File: config.mk
export PLATFORM = sky130hd
export DESIGN_NAME = fetch_queue
export DESIGN_NICKNAME = d
export VERILOG_FILES = /design/src/rtl/fetch_queue.sv
export SDC_FILE = /design/constraint.sdc
export NUM_CORES = 1
export LEC_CHECK = 0
export CORE_UTILIZATION = 55
export DETAILED_ROUTE_END_ITERATION = 8
export GPL_TIMING_DRIVEN = 1
export PLACE_DENSITY = 0.84
export SLEW_MARGIN = 5
export SYNTH_ARGS = -nofsm -noshare
export SYNTH_HDL_FRONTEND = slang
export SYNTH_SLANG_ARGS = --single-unit
File: constraint.sdc
create_clock -name clk -period 3.6 [get_ports clk]
set_input_delay 0.72 -clock clk [delete_from_list [all_inputs] [get_ports clk]]
set_output_delay 0.72 -clock clk [all_outputs]
set_load 0.1 [all_outputs]
File: src/rtl/fetch_queue.sv
// Instruction fetch queue: a circular FIFO of {pc, instr} entries between fetch and decode.
// Optional same-cycle bypass of an empty queue is enabled by defining FETCH_QUEUE_BYPASS_EN.
module fetch_queue #(
  parameter int WIDTH = 32,
  parameter int DEPTH = 4
) (
  input  logic                   clk,
  input  logic                   reset,
  input  logic                   in_valid,
  input  logic [WIDTH-1:0]       in_pc,
  input  logic [WIDTH-1:0]       in_instr,
  output logic                   in_ready,
  input  logic                   flush,
  input  logic                   out_ready,
  output logic                   out_valid,
  output logic [WIDTH-1:0]       out_pc,
  output logic [WIDTH-1:0]       out_instr,
  output logic [$clog2(DEPTH):0] count
);

  localparam int PW = $clog2(DEPTH);
  localparam int CW = PW + 1;
  localparam logic [CW-1:0]    FULL = CW'(DEPTH);
  localparam logic [WIDTH-1:0] NOP  = WIDTH'(32'h0000_0013);

  logic [WIDTH-1:0] mem_pc    [DEPTH];
  logic [WIDTH-1:0] mem_instr [DEPTH];

  logic [PW-1:0] rd_ptr_q, rd_ptr_d;
  logic [PW-1:0] wr_ptr_q, wr_ptr_d;
  logic [CW-1:0] count_q, count_d;

  logic empty_w, head_valid_w, byp_w, push_w, pop_w, store_w, deq_w;

  // Handshake: a transfer happens on a rising edge where valid and ready are both
  // high; ready never depends on the partner's valid, and flush/reset kill both sides.
  always_comb begin
    empty_w      = (count_q == '0);
    head_valid_w = !empty_w && !flush;
    in_ready     = (count_q < FULL) && !flush && !reset;
`ifdef FETCH_QUEUE_BYPASS_EN
    byp_w        = empty_w && in_valid && !flush && !reset;
`else
    byp_w        = 1'b0;
`endif
    out_valid    = head_valid_w || byp_w;
    out_pc       = '0;
    out_instr    = NOP;
    if (head_valid_w) begin
      out_pc    = mem_pc[rd_ptr_q];
      out_instr = mem_instr[rd_ptr_q];
    end else if (byp_w) begin
      out_pc    = in_pc;
      out_instr = in_instr;
    end
    push_w  = in_valid && in_ready;
    pop_w   = out_valid && out_ready;
    // A bypassed instruction that decode takes immediately never touches storage.
    store_w = push_w && !(byp_w && out_ready);
    deq_w   = pop_w && !byp_w;
  end

  always_comb begin
    rd_ptr_d = rd_ptr_q;
    wr_ptr_d = wr_ptr_q;
    count_d  = count_q;
    if (flush) begin
      rd_ptr_d = '0;
      wr_ptr_d = '0;
      count_d  = '0;
    end else begin
      if (store_w) wr_ptr_d = wr_ptr_q + 1'b1;
      if (deq_w)   rd_ptr_d = rd_ptr_q + 1'b1;
      case ({store_w, deq_w})
        2'b10:   count_d = count_q + 1'b1;
        2'b01:   count_d = count_q - 1'b1;
        default: count_d = count_q;
      endcase
    end
  end

  always_ff @(posedge clk or posedge reset) begin
    if (reset) begin
      rd_ptr_q <= '0;
      wr_ptr_q <= '0;
      count_q  <= '0;
    end else begin
      rd_ptr_q <= rd_ptr_d;
      wr_ptr_q <= wr_ptr_d;
      count_q  <= count_d;
    end
  end

  // Storage is not reset; occupancy alone decides what is valid.
  always_ff @(posedge clk) begin
    if (store_w && !flush) begin
      mem_pc[wr_ptr_q]    <= in_pc;
      mem_instr[wr_ptr_q] <= in_instr;
    end
  end

  assign count = count_q;

endmodule

; After elaboration in Yosys (flattened, before gate mapping)
; Memory sizes are Yosys's and may differ from the RTL's.
; Index checks and enable logic that the tools add are counted.
[classes]
addsub = 4
magnitude_cmp = 1
n_eq_ne = 2
muxes = 10
n_reduce_logical = 13
[ops]
columns = cell, count
row1 = 32-bit two-way mux, 2
row2 = 2-bit two-way mux, 4
row3 = 1-bit logical AND, 6
row4 = 3-bit case mux with 2 select lines, 1
row5 = "2-bit by 1-bit adder with 2-bit output, second input constant", 2
row6 = 2-bit nonzero test, 2
row7 = "3-bit by 1-bit adder with 3-bit output, second input constant", 1
row8 = 1-bit zero test, 3
row9 = 3-bit zero test, 1
row10 = "3-bit less-than comparator, second input constant", 1
row11 = 3-bit two-way mux, 1
row12 = 3-bit nonzero test, 1
row13 = "3-bit by 1-bit subtractor with 3-bit output, second input constant", 1
row14 = "2-bit by 1-bit == test with 1-bit output, second input constant", 1
row15 = "2-bit == test, second input constant", 1
row16 = 1-bit two-way mux, 2
[word_totals]
regBits = 7
ramBits = 256
output_inout_bits = 69
wordCells = 35
n_memories = 2
[memory_table]
columns = name, words, width, rd, rd_ports_with_merged_regs, wr, line_no
row1 = mem_instr, 4, 32, 1, 0, 1, 27  ; logic [WIDTH-1:0] mem_instr [DEPTH];
row2 = mem_pc, 4, 32, 1, 0, 1, 26  ; logic [WIDTH-1:0] mem_pc [DEPTH];

; Longest topological paths before layout
; Gate-level depths: netlist of the first run.
[depth]
ltp_word = 7
ltp_mapped = 9

; Worst setup path after synthesis of the first run
; OpenSTA, ideal clock, no wires.
[synth_timing]
kind = register -> output
from = register count_q[2], in the netlist count[2]
to = output port in_ready
t_arrival_ps = 3125
required_ps = 2880
path_slack_ps = -245
stages_incl_launch_ff = 3
n_path_buf = 1
path_cell_list = dfrtp_1 > buf_2 > nor3_1
[synth_between]
elab_chain_len = 3
[synth_rtl]
columns = element, line_no
row1 = "start, declared", 31  ; logic [CW-1:0] count_q, count_d;
row2 = "start signal, assigned", 90  ; count_q <= count_d;
row3 = 3-bit less-than comparator, 40  ; in_ready = (count_q < FULL) && !flush && !reset;
row4 = 1-bit logical AND (2 in series), 40
row5 = "end, declared", 12  ; output logic in_ready,
; No other way between the ends.

; Worst setup path in the final report of the first run
[layout_timing]
from = register rd_ptr_q[1]
to = output port out_instr[10]
[layout_between]
elab_chain_len = 2
[layout_rtl]
columns = element, line_no
row1 = "start, declared", 29  ; logic [PW-1:0] rd_ptr_q, rd_ptr_d;
row2 = "start signal, assigned", 88  ; rd_ptr_q <= rd_ptr_d;
row3 = memory read 4 x 32 bit, -
row4 = 32-bit two-way mux, 49  ; if (head_valid_w) begin
row5 = "end, declared", 17  ; output logic [WIDTH-1:0] out_instr,
; No other way between the ends.

==> results of run 1 <==
power by group through the flow:
stage                     Clock, mW  Combinational (mW)  Sequential [mW]
after detailed placement          0                2.51             3.59
after global routing           3.07                2.59             3.54
after floorplan                   0                1.67             3.57
after CTS                      2.95                2.53             3.53
final                          2.90                2.52             3.53
after global placement            0                2.48             3.59
registers in the layout, summed over array words and instances, names as in the netlist:
name	cells
mem_pc	128
wr_ptr_q	2
count	3
mem_instr	128
rd_ptr_q	2
per-layer routing:
metal / track usage, % / vias up / wire [µm]
li1: - / 2256 / -
met1: 29.3 / 2692 / 7960
met2: 37.8 / 238 / 10800
met3: 3.67 / 46 / 1300
met4: 7.87 / 0 / 538
met5: 0 / - / 0
cell type report:
class / instances / area [µm²] / area share [%]
Clock buffer: 33 / 698 / 5.17
Tap cell: 229 / 287 / 2.12
Multi-Input combinational cell: 169 / 2180 / 16.1
Clock inverter: 16 / 238 / 1.76
Inverter: 7 / 26.3 / 0.195
Sequential cell: 263 / 7870 / 58.3
Timing Repair Buffer: 152 / 2200 / 16.3
worst max-delay path: stages (launching register included):
cell	delay, ns
dfrtp_4	0.96
buf_4	0.35
mux4_2	0.36
and3_1	0.23
buf_12	0.17
final timing paths:
check                             from            end  cells after the start
min                        wr_ptr_q[1]    wr_ptr_q[1]                      2
min reg2reg                wr_ptr_q[1]    wr_ptr_q[1]                      2
max in group asynchronous        reset    rd_ptr_q[1]                      2
max reg2reg                   count[0]       count[2]                      7
max                        rd_ptr_q[1]  out_instr[10]                      4
min in group asynchronous        reset       count[2]                      2
per-stage QoR:
| stage | power [mW] | utilization, % | setup WS (ns) | instance area (µm²) |
|---|---|---|---|---|
| floorplan | 5.24 | - | 0.175 | 10200 |
| global placement | 6.07 | 69.4 | 0.470 | 12600 |
| detailed placement | 6.11 | 69.4 | 0.428 | 12600 |
| CTS | 9.01 | 74.6 | 0.211 | 13500 |
| global route | 9.20 | 74.6 | 0.143 | 13500 |
| finish | 8.95 | 74.6 | 0.242 | 13500 |
cells by family after synthesis:
logic type,synth area share (%)
AOI/OAI and AO/OA,0.674
xor gates and xnor gates,0.257
adders and majority gates,0.686
buffers and inverters,1.89
DFF,77.0
muxes,14.3
and+or+nand+nor,5.22
cells in the final DEF (no fill, tap or decap), drive strengths merged, types with 2 or more instances in the layout:
master         Yosys  routed
nor3               2       2
or3                4       4
mux4              64      64
nor2               4       4
nor3b              2       2
o221ai             2       2
dfrtp              7       7
clkinv             0       7
clkdlybuf4s50      0      68
ha                 4       4
edfxtp           256     256
buf               13      84
and3              61      61
bufinv             0       6
o21ai              4       4
clkbuf            17      33
mux2i              2       2
inv                7       9
nand2              2       2
xnor2              2       2
and2               4       4
==> key figures, run 1 <==
Run status
  – Status: finished with violations
  – Failing checks: DRC

Clock network
  – Clock Path Buffers: 3
  – Clock Latency Late Sink: 0.53 ns
  – Total clock sinks: 263
  – Hold buffers post-CTS: 0
  – CTS resizes: 0
  – Clock root cell: clkbuf_16
  – Post-CTS Setup Bufs: 0
  – CTS H-Tree Depth: 1
  – Inserted Clock Buffers: 27
  – TritonCTS clock tree: yes
  – Clock transition at the registers of the reported paths: 0.06 ns

Logic synthesis
  – Cells after Synth: 469
  – Yosys top cell by area: edfxtp_1
  – Avg Inst Size Synth: 21.8 µm²
  – Cell with the most instances after synthesis: edfxtp_1
  – Post-synthesis sequential area ratio: 77.0%
  – Synth top cells by count: edfxtp_1, mux4_2, and3_1, clkbuf_1
  – Synthesized flop and latch total: 263
  – Synthesized net count: 543
  – Top cell type's share of synthesized area: 75.3%
  – Post-synthesis cell area: 10200 µm²
  – Asr flop ratio synth: 2.66%
  – Post-synth EDFFs: 256
  – Synth cell types: 32
  – Ranking of synthesized cells by area: edfxtp_1, mux4_2, and3_1
  – Main flop type after synthesis: edfxtp_1
  – Yosys warning total: 0

Power and ir drop
  – Worst VDD drop: 0.453 mV
  – Pwr per Cell Area: 663 nW/µm²
  – Clk pwr share: 32.4%
  – Power Internal: 6.18 mW
  – Leakage power total: 4.62 nW
  – Comb pwr share: 28.1%
  – Switching Share: 30.9%
  – Flop pwr share: 39.4%
  – Psw: 2.76 mW

Critical path
  – Crit. End Element: primary output
  – Crit Path Class: flop to primary output
  – Critical Path Fanout Max: 55
  – CP Launch Type: flop
  – Crit path arrival time: 2.64 ns
  – CP Data Required Time: 2.88 ns
  – Reg2reg setup slack: 0.63 ns

STA
  – Final Setup Violations: 0
  – FMAX: 0.298 GHz
  – Clock Skew: 0.0178 ns
  – RSZ-0062 raised after global routing: no
  – Sum of negative setup slack: 0 ns
  – Fin crit period: 3.36 ns
  – Max-Slew Margin vs Limit: 30.1%
  – Hold Vio Cnt, Final: 0
  – Slew @ Worst Pin: 1.05 ns
  – Final Slew Violations: 0
  – Final period util: 93.3%
  – Worst hold slack: 0.604 ns

Place
  – Placed Instances: 820
  – Post-DP HPWL: 12600 µm
  – Gp weighted congestion: 0.758
  – IO buf count: 137

Drt
  – DR vias: 5232
  – Detailed router's first-iteration violation count: 557
  – Routed wire length: 20600 µm
  – ANT nets after route: 0
  – Drt pass-1 iters: 6
  – Detailed-route vias per instance: 6.02
  – DRC Markers: 14
  – WL per Instance: 23.7 µm

Layout
  – # fillers: 989
  – Layout cell share with drive strength beyond 1: 31.1%
  – Antenna cells: 0
  – Finished Layout Cells: 869
  – Nets: 694
  – Area Overhead vs Synth: 32.1%

Run
  – Max-Cap Viols: 0

Floorplan
  – Cell Rows: 49
  – Die X: 138 µm
  – I/O Pins: 138
  – Core ar.: 18100 µm²
  – Initial Util: 56.5%
  – Die area: 19100 µm²
  – Vert. Die Dim: 138 µm

GRT
  – Congestion Overflow GR: 0
  – First-pass GRT wire length: 31900 µm
  – Total Routing Usage GR: 22.2%
  – Vias in the first global route: 5559
  – Largest net degree at the start of global routing: 64
  – Initial antenna violation count: 0

Min path
  – Min-delay worst type: flop to flop
Note: power is estimated with default switching activity, not from simulation.
==> run 2: changes to the inputs <==
--- a/config.mk
+++ b/config.mk
@@ -5,6 +5,7 @@
 export SDC_FILE = /design/constraint.sdc
 export NUM_CORES = 1
 export LEC_CHECK = 0
+export CAP_MARGIN = 20
 export CORE_UTILIZATION = 55
 export DETAILED_ROUTE_END_ITERATION = 8
 export GPL_TIMING_DRIVEN = 1
==> results of run 2 <==
No change in the layout: final DEF, timing and power equal those of run 1.
==> run 3: changes to the inputs <==
--- a/config.mk
+++ b/config.mk
@@ -10,7 +10,6 @@
 export DETAILED_ROUTE_END_ITERATION = 8
 export GPL_TIMING_DRIVEN = 1
 export PLACE_DENSITY = 0.84
-export SLEW_MARGIN = 5
 export SYNTH_ARGS = -nofsm -noshare
 export SYNTH_HDL_FRONTEND = slang
 export SYNTH_SLANG_ARGS = --single-unit
==> results of run 3 <==
No change in the layout: final DEF, timing and power equal those of run 1.
